==> config.mk <==
export PLATFORM = sky130hd
export DESIGN_NAME = cache_ctrl_dm
export DESIGN_NICKNAME = d
export VERILOG_FILES = /design/src/rtl/cache_ctrl_dm.sv
export SDC_FILE = /design/constraint.sdc
export NUM_CORES = 1
export LEC_CHECK = 0
export ABC_AREA = 1
export ABC_CLOCK_PERIOD_IN_PS = 2800
export CAP_MARGIN = 20
export CORE_ASPECT_RATIO = 0.8
export CORE_MARGIN = 2
export CORE_UTILIZATION = 60
export DETAILED_ROUTE_END_ITERATION = 7
export DONT_BUFFER_PORTS = 1
export PLACE_DENSITY = 0.76
export SLEW_MARGIN = 15
export SYNTH_ARGS = -nofsm -noshare
export SYNTH_HDL_FRONTEND = slang
export SYNTH_SLANG_ARGS = --single-unit
==> constraint.sdc <==
create_clock -name clk -period 2.8 [get_ports clk]
set_clock_uncertainty 0.15 [all_clocks]
set_input_delay 0.42 -clock clk [delete_from_list [all_inputs] [get_ports clk]]
set_output_delay 0.42 -clock clk [all_outputs]
set_load 0.02 [all_outputs]
==> src/rtl/cache_ctrl_dm.sv <==
// Direct-mapped, single-word-line cache controller owning valid/dirty/tag/data storage.
// Latency to cpu_done: rd hit 3, wr hit/clean wr miss 4 (WB), rd miss 4+W, dirty rd miss 5+W1+W2.
// Backpressure: one request in flight, cpu_ready only in IDLE; mem_req/addr/data held stable until mem_ack.
module cache_ctrl_dm #(
  parameter int ADDR_W     = 8,
  parameter int DATA_W     = 8,
  parameter int INDEX_W    = 2,
  parameter int WRITE_BACK = 1,
  parameter int CNT_W      = 16
) (
  input  logic              clk,
  input  logic              rst,
  input  logic              cpu_req,
  input  logic              cpu_we,
  input  logic [ADDR_W-1:0] cpu_addr,
  input  logic [DATA_W-1:0] cpu_wdata,
  output logic              cpu_ready,
  output logic              cpu_done,
  output logic [DATA_W-1:0] cpu_rdata,
  output logic              mem_req,
  output logic              mem_we,
  output logic [ADDR_W-1:0] mem_addr,
  output logic [DATA_W-1:0] mem_wdata,
  input  logic [DATA_W-1:0] mem_rdata,
  input  logic              mem_ack,
  output logic [3:0]        state_out,
  output logic [CNT_W-1:0]  hit_cnt,
  output logic [CNT_W-1:0]  miss_cnt
);

  localparam int TAG_W = ADDR_W - INDEX_W;
  localparam int LINES = 1 << INDEX_W;

  typedef enum logic [3:0] {
    IDLE      = 4'd0,
    TAG_CHECK = 4'd1,
    RD_HIT    = 4'd2,
    WR_HIT    = 4'd3,
    EVICT     = 4'd4,
    WR_MISS   = 4'd5,
    RD_MISS   = 4'd6,
    UPDATE    = 4'd7,
    RESPONSE  = 4'd8
  } state_e;

  // Plain 4-bit register so codes outside the enum (e.g. from an upset) are representable and recoverable.
  logic [3:0] state_q, state_d;

  // Request captured in IDLE; the CPU inputs are not looked at again for this transaction.
  logic [ADDR_W-1:0] addr_q;
  logic              we_q;
  logic [DATA_W-1:0] wdata_q;
  logic [DATA_W-1:0] fill_q;
  logic [DATA_W-1:0] rdata_q;
  logic [CNT_W-1:0]  hit_cnt_q;
  logic [CNT_W-1:0]  miss_cnt_q;

  // Line storage: valid/dirty are reset, tag/data are not (valid=0 masks their contents).
  logic [LINES-1:0]  valid_q;
  logic [LINES-1:0]  dirty_q;
  logic [TAG_W-1:0]  tag_mem  [LINES];
  logic [DATA_W-1:0] data_mem [LINES];

  logic [INDEX_W-1:0] idx;
  logic [TAG_W-1:0]   tag;
  logic               hit;
  logic               need_evict;
  logic               hit_inc;
  logic               miss_inc;

  assign idx        = addr_q[INDEX_W-1:0];
  assign tag        = addr_q[ADDR_W-1:INDEX_W];
  assign hit        = valid_q[idx] && (tag_mem[idx] == tag);
  assign need_evict = (WRITE_BACK != 0) && valid_q[idx] && dirty_q[idx];

  assign state_out = state_q;
  assign cpu_rdata = rdata_q;
  assign hit_cnt   = hit_cnt_q;
  assign miss_cnt  = miss_cnt_q;

  // State register; reset forces IDLE, which also drops mem_req/cpu_done combinationally.
  always_ff @(posedge clk or negedge rst) begin
    if (!rst) state_q <= IDLE;
    else      state_q <= state_d;
  end

  // Next-state and Moore/Mealy outputs; memory requests are driven purely from the current state.
  always_comb begin
    state_d   = state_q;
    cpu_ready = 1'b0;
    cpu_done  = 1'b0;
    mem_req   = 1'b0;
    mem_we    = 1'b0;
    mem_addr  = addr_q;
    mem_wdata = wdata_q;
    hit_inc   = 1'b0;
    miss_inc  = 1'b0;
    case (state_q)
      IDLE: begin
        cpu_ready = 1'b1;
        if (cpu_req) state_d = TAG_CHECK;
      end
      TAG_CHECK: begin
        if (hit) begin
          hit_inc = 1'b1;
          state_d = we_q ? WR_HIT : RD_HIT;
        end else begin
          miss_inc = 1'b1;
          if (need_evict) state_d = EVICT;
          else            state_d = we_q ? WR_MISS : RD_MISS;
        end
      end
      RD_HIT: state_d = RESPONSE;
      WR_HIT, WR_MISS: begin
        if (WRITE_BACK != 0) begin
          state_d = UPDATE;
        end else begin
          // Write-through: the store reaches memory before the line is updated.
          mem_req = 1'b1;
          mem_we  = 1'b1;
          if (mem_ack) state_d = UPDATE;
        end
      end
      EVICT: begin
        mem_req   = 1'b1;
        mem_we    = 1'b1;
        mem_addr  = {tag_mem[idx], idx};
        mem_wdata = data_mem[idx];
        if (mem_ack) state_d = we_q ? WR_MISS : RD_MISS;
      end
      RD_MISS: begin
        mem_req = 1'b1;
        if (mem_ack) state_d = UPDATE;
      end
      UPDATE:   state_d = RESPONSE;
      RESPONSE: begin
        cpu_done = 1'b1;
        state_d  = IDLE;
      end
      default:  state_d = IDLE;
    endcase
  end

  // Request latch, fill register, read-data register and saturating statistics.
  always_ff @(posedge clk or negedge rst) begin
    if (!rst) begin
      addr_q     <= '0;
      we_q       <= 1'b0;
      wdata_q    <= '0;
      fill_q     <= '0;
      rdata_q    <= '0;
      hit_cnt_q  <= '0;
      miss_cnt_q <= '0;
    end else begin
      if (state_q == IDLE && cpu_req) begin
        addr_q  <= cpu_addr;
        we_q    <= cpu_we;
        wdata_q <= cpu_wdata;
      end
      if (state_q == RD_MISS && mem_ack) fill_q <= mem_rdata;
      if (state_q == RD_HIT)                   rdata_q <= data_mem[idx];
      else if (state_q == UPDATE && !we_q)     rdata_q <= fill_q;
      if (hit_inc && hit_cnt_q != {CNT_W{1'b1}})   hit_cnt_q  <= hit_cnt_q + 1'b1;
      if (miss_inc && miss_cnt_q != {CNT_W{1'b1}}) miss_cnt_q <= miss_cnt_q + 1'b1;
    end
  end

  // Valid/dirty bookkeeping; a line written in write-through mode is never dirty.
  always_ff @(posedge clk or negedge rst) begin
    if (!rst) begin
      valid_q <= '0;
      dirty_q <= '0;
    end else if (state_q == UPDATE) begin
      valid_q[idx] <= 1'b1;
      dirty_q[idx] <= we_q && (WRITE_BACK != 0);
    end
  end

  // Tag/data arrays, written once per transaction in UPDATE with store data or the fill word.
  always_ff @(posedge clk) begin
    if (state_q == UPDATE) begin
      tag_mem[idx]  <= tag;
      data_mem[idx] <= we_q ? wdata_q : fill_q;
    end
  end

endmodule

* Word level (Yosys, flattened, before mapping)
Memory sizes are Yosys's and may differ from the RTL's.
Cells that the tools add are included.
** Storage, ports and cells
- Word-level logic and storage cells :: 76
- Input port bits :: 29
- Flip-flop bits (word level) :: 77
- Memory bits (writable) :: 56
- Output and inout port bits :: 64
- Memories kept :: 2
** Cells by class
- Order comparisons :: 2
- Add/sub/neg operators :: 2
- Mux-type cells :: 30
- Equal/unequal tests :: 14
- Bitwise gates (word level) :: 1
- Reductions and logical operators :: 15
** Memories
- data_mem :: words 4, width 8, rd ports 1, clocked after memory_dff 0, wr ports 1, RTL line 62 : logic [DATA_W-1:0] data_mem [LINES];
- tag_mem :: words 4, width 6, rd ports 1, clocked after memory_dff 0, wr ports 1, RTL line 61 : logic [TAG_W-1:0] tag_mem [LINES];
** Operators by type and width (number)
- two-way mux 8 bit :: 5
- adder 16 x 1 -> 16 bit, second input constant :: 2
- inequality test 16 bit, second input constant :: 2
- one-hot mux 4 bit (6 select lines) :: 1
- equality test 4 x 3 -> 1 bit, second input constant :: 4
- two-way mux 1 bit :: 14
- two-way mux 4 bit :: 3
- equality test 4 x 2 -> 1 bit, second input constant :: 2
- logical AND 1 bit :: 8
- equality test 6 bit :: 1
- inequality test 2 bit, second input constant :: 3
- OR reduction 2 bit :: 3
- binary-select mux 1 bit (select 2 bit) :: 2
- bitwise mux 4 bit :: 1
- equality test 4 x 1 -> 1 bit, second input constant :: 1
- equality test 4 bit, second input constant :: 1
- zero test 4 bit :: 1
- two-way mux 2 bit :: 2
- bitwise OR 4 bit :: 1
- < comparator 2 x 3 -> 1 bit, second input constant :: 1
- two-way mux 3 bit :: 1
- AND reduction 3 bit :: 1
- demux 1 bit (select 2 bit) :: 1
- greater-or-equal comparator 2 x 1 -> 1 bit, second input constant :: 1
- 2 further kinds :: 2

* Logic depth before layout (Yosys ltp)
- Depth after elaboration :: 6
- Gate-level depth with buffers :: 16

* Worst setup path after synthesis
No wires, ideal clock.
- Path kind :: reg-to-reg
- From :: reg state_q[2] (netlist: state_out[2])
- To :: mem data_mem[0][0] (enable)
- Slack :: 0.480 ns
- Period minus slack after synthesis :: 2.320 ns
- Path buffers :: 1
- Stages on the path, launching flop included :: 8
- Arrival time :: 1.782 ns
- Cell sequence :: dfrtp_1 inv_1 nor2_1 inv_1 nor2_1 inv_1 clkbuf_1 nor2_1
** On the way
- Word-level cells in the longest chain between the ends :: 3
** Ends and longest elaborated chain
- start, declared :: RTL line 47 : logic [3:0] state_q, state_d;
- start signal, assigned :: RTL line 84 : else state_q <= state_d;
- equality test 4 x 3 -> 1 bit :: RTL line 181 : if (state_q == UPDATE) begin
- two-way mux 1 bit :: RTL line 181
- two-way mux 1 bit :: RTL line 183 : data_mem[idx] <= we_q ? wdata_q : fill_q;
- end, declared :: RTL line 62
Every way passes these cells.

* Worst setup path in the final report
- From :: reg addr_q[0]
- To :: out mem_wdata[5]
** On the way
- Word-level cells in the longest chain between the ends :: 2
** Ends and longest elaborated chain
- start, declared :: RTL line 50 : logic [ADDR_W-1:0] addr_q;
- start signal, assigned :: RTL line 156 : addr_q <= cpu_addr;
- memory read (4 x 8 bit)
- two-way mux 8 bit :: RTL line 98 : case (state_q)
- end, declared :: RTL line 23 : output logic [DATA_W-1:0] mem_wdata,
Every way passes these cells.

==> impl_metrics.env <==
export IMPL_met2_global_route_usage_pct=42.62
export IMPL_critical_path_slowest_cell="dfrtp_2"
export IMPL_std_cell_rows=33
export IMPL_timing_reg2reg_setup_slack_ns=0.28
export IMPL_vdd_ir_drop_max_mv=0.5777
export IMPL_worst_r2r_startpoint="hit_cnt[9]"
export IMPL_clk_pwr_share_pct=28.2
export IMPL_layout_drive_gt1_share_pct=14.64
export IMPL_worstReg2RegEnd="hit_cnt[14]"
export IMPL_cts_root_buffer_cell="clkbuf_16"
export IMPL_report_final_setup_viol=0
export IMPL_pin_count_of_the_biggest_net_entering_global_routing=78
export IMPL_post_dp_hpwl_um=9708
export IMPL_synth_cells=686
export IMPL_drt_first_pass_iters=5
export IMPL_grt_antenna_before_repair=0
export IMPL_power_density_cell_area_mw_per_mm2=1060
export IMPL_ys_seq_elements=133
export IMPL_cap_violations=0
export IMPL_htreeDepth=4
export IMPL_cp_data_arrival_time_ns=2.12
export IMPL_seq_power_share_pct=39.3
export IMPL_antenna_left=0
export IMPL_post_dr_wirelength_cell_um=16.72
export IMPL_cell_family_contributing_the_most_delay_on_the_critical_path="flip-flops"
export IMPL_total_count_of_max_transition_violations_in_the_final_report=0
export IMPL_yosysSeqAreaShare_pct=56.65
export IMPL_timing_final_crit_share_pct=96.05
export IMPL_gp_routability_congestion=0.9117
export IMPL_remaining_routing_drc_violations=0
export IMPL_unrepaired_setup_endpoints_after_global_routing="false"
export IMPL_setup_tns_final_ns=0
export IMPL_grt_first_pass_wirelength_um=22730
export IMPL_path_class="flop to output pin"
export IMPL_netlist_area_mm2=0.006370
export IMPL_first_iteration_detailed_routing_drc_count=374
export IMPL_timing_max_slew_rel_slack_pct=49.66
export IMPL_internal_power_mw=4.624
export IMPL_max_stage_delay_ns=0.50
export IMPL_synthFlopType="dfrtp_1"
export IMPL_grt_busiest_layer="met2"
export IMPL_critPathRequiredTime_ns=2.23
export IMPL_number_of_global_route_vias_before_repair=4492
export IMPL_global_route_usage_met3_pct=6.813
export IMPL_crit_path_start="addr_q[0]"
export IMPL_number_of_library_cell_types_mapped_by_synthesis=36
export IMPL_timing_final_crit_period_ns=2.689
export IMPL_critPathBufInv=2
export IMPL_port_buffers=0
export IMPL_clk_latency_ns=0.41
export IMPL_worst_path_stages=7
export IMPL_initial_utilization_pct=61.96
export IMPL_static_leakage_power_nw=3.007
export IMPL_grt_ovfl_total=0
export IMPL_syn_avg_cell_area_um2=9.286
export IMPL_die_width_um=119.2
export IMPL_clk_pin_slew_worst_paths_ns=0.06
export IMPL_antennaDiodeCount=0
export IMPL_critical_path_most_common_cell="nand2_1"
export IMPL_critical_path_max_fanout=11
export IMPL_num_io_pins=93
export IMPL_worstPathCellList="buf_4, nand2_1, clkinv_2, a22oi_1, nand2_1, nand2_1, o21ai_0"
export IMPL_fin_ws_ns=0.1106
export IMPL_detailroute_via_count=4766
export IMPL_grt_util_overall_pct=26.22
export IMPL_tritoncts_num_sinks=133
export IMPL_design_core_area_mm2=0.01028
export IMPL_fmax_mhz=371.8
export IMPL_power_switching_mw=3.113
export IMPL_yosys_warnings=0
export IMPL_number_of_nets_in_the_layout=749
export IMPL_die_height_um=96.16
export IMPL_grt_use_met1_pct=35.22
export IMPL_tightest_slew_ns=0.7473
export IMPL_finalWirelength_um=14570
export IMPL_post_place_ws_ns=0.2340
export IMPL_cp_endpoint="mem_wdata[5]"
export IMPL_outcome="completed"
export IMPL_reg2reg_depth=9
export IMPL_hold_viol_final=0
export IMPL_clockBufferDepth=2
export IMPL_async_set_or_reset_flop_fraction_in_the_synthesized_netlist_pct=57.89
export IMPL_startpoint_type="flop"
export IMPL_hp_class="primary input to flop"
export IMPL_die_area_mm2=0.01146
export IMPL_drt_vias_per_instance=5.472
export IMPL_power_frac_comb_pct=32.5
export IMPL_power_switching_share_pct=40.24
export IMPL_tritoncts="yes"
export IMPL_synth_nets=717
export IMPL_synth_edf_count=56
export IMPL_endpoint_kind_of_the_worst_setup_timing_path="output pin"
export IMPL_numCtsBuffers=17
export IMPL_area_growth_syn_to_layout_pct=14.61
synthesized netlist by cell type (6+ instances only):
cell type,number,area share (%)
inv_1,75,4.4
o21ai_2,15,2.1
xor2_1,14,1.9
clkbuf_1,10,0.59
a21oi_1,21,1.6
nor2_1,53,3.1
xnor2_1,13,1.8
nand2_1,188,11
edfxtp_1,56,26
nor3_1,8,0.63
o21ai_0,45,3.5
buf_6,6,1.1
a22oi_1,14,1.6
nand3_1,25,2.0
nand2_2,13,1.3
nand4_1,7,0.69
dfrtp_1,77,30
o21ai_1,7,0.55
how the worst min path moves through the flow:
stage,from,to,cells past startpoint
after global placement,rst,addr_q[5],0
final,cpu_addr[7],addr_q[7],2
after global routing,cpu_wdata[3],wdata_q[3],2
after detailed placement,rst,addr_q[2],0
after CTS,mem_rdata[2],fill_q[2],1
after floorplan,rst,addr_q[0],0
layout make-up:
class	count	area, um2
Timing Repair Buffer	35	317.8
Tap cell	140	175.2
Inverter	79	300.3
Fill cell	752	2980
Clock buffer	17	425.4
Multi-Input combinational cell	452	2320
Clock inverter	15	152.6
Sequential cell	133	3610
power groups by stage:
stage / sequential [mW] / combinational, mW / clock, mW
after floorplan: 2.93 / 1.92 / 0
after global placement: 3.05 / 2.38 / 0
after detailed placement: 3.07 / 2.44 / 0
after CTS: 3.04 / 2.51 / 2.21
after global routing: 3.09 / 2.79 / 2.29
final: 3.04 / 2.52 / 2.18
cells by family (layout without fill, tap and decap cells):
| logic type | Yosys count | after routing | synth area share [%] |
|---|---|---|---|
| AOI/OAI and AO/OA | 109 | 109 | 10.29 |
| xor gates and xnor gates | 27 | 27 | 3.712 |
| adders and majority gates | 2 | 2 | 0.3928 |
| buffers and inverters | 101 | 146 | 6.973 |
| DFF | 133 | 133 | 56.65 |
| muxes | 5 | 5 | 0.8838 |
| and+or+nand+nor | 309 | 309 | 21.10 |
flip-flops by register name, summed over array words and instances (netlist names):
name,flops
miss_cnt,16
state_out,4
fill_q,8
cpu_rdata,8
data_mem,32
tag_mem,24
valid_q,4
dirty_q,4
wdata_q,8
hit_cnt,16
we_q,1
addr_q,8
metal layers:
layer | up-vias | share of wire [%]
met5 | - | 0
met4 | 0 | 0.62
met3 | 10 | 8.3
met2 | 193 | 48
met1 | 2260 | 43
li1 | 2303 | -
per-stage QoR:
stage                     cell area (um2)  std cells  hold WS [ns]  util (%)  power (mW)
after global placement               6603        829      -0.02336     64.22       5.429
final                                7301        871       0.02305     71.01       7.738
after global routing                 7301        871       0.01213     71.01       8.170
after floorplan                      6370        686      -0.02559         -       4.850
after CTS                            7289        870      0.005298     70.90       7.752
after detailed placement             6603        829      -0.02312     64.22       5.513
layout by cell type, fill, tap and decap left out, drive strengths merged, types with 7 or more instances in the layout:
cell	netlist	final
dlygate4sd3	0	9
nand3	28	28
nand4	7	7
xnor2	13	13
clkbuf	10	17
nor2	59	59
a22oi	14	14
nor3	9	9
buf	12	26
o21ai	67	67
dfrtp	77	77
a21oi	21	21
inv	77	81
clkinv	2	8
xor2	14	14
nand2	201	201
edfxtp	56	56
repair_timing:
item                                   4_1_cts  5_1_grt
gates resized for setup                      1        1
setup endpoints to repair                    7        9
setup buffers                                0        0
hold buffers                                 9        1
endpoints found under the hold margin       84        1
Power figures use the tool's default switching activity.
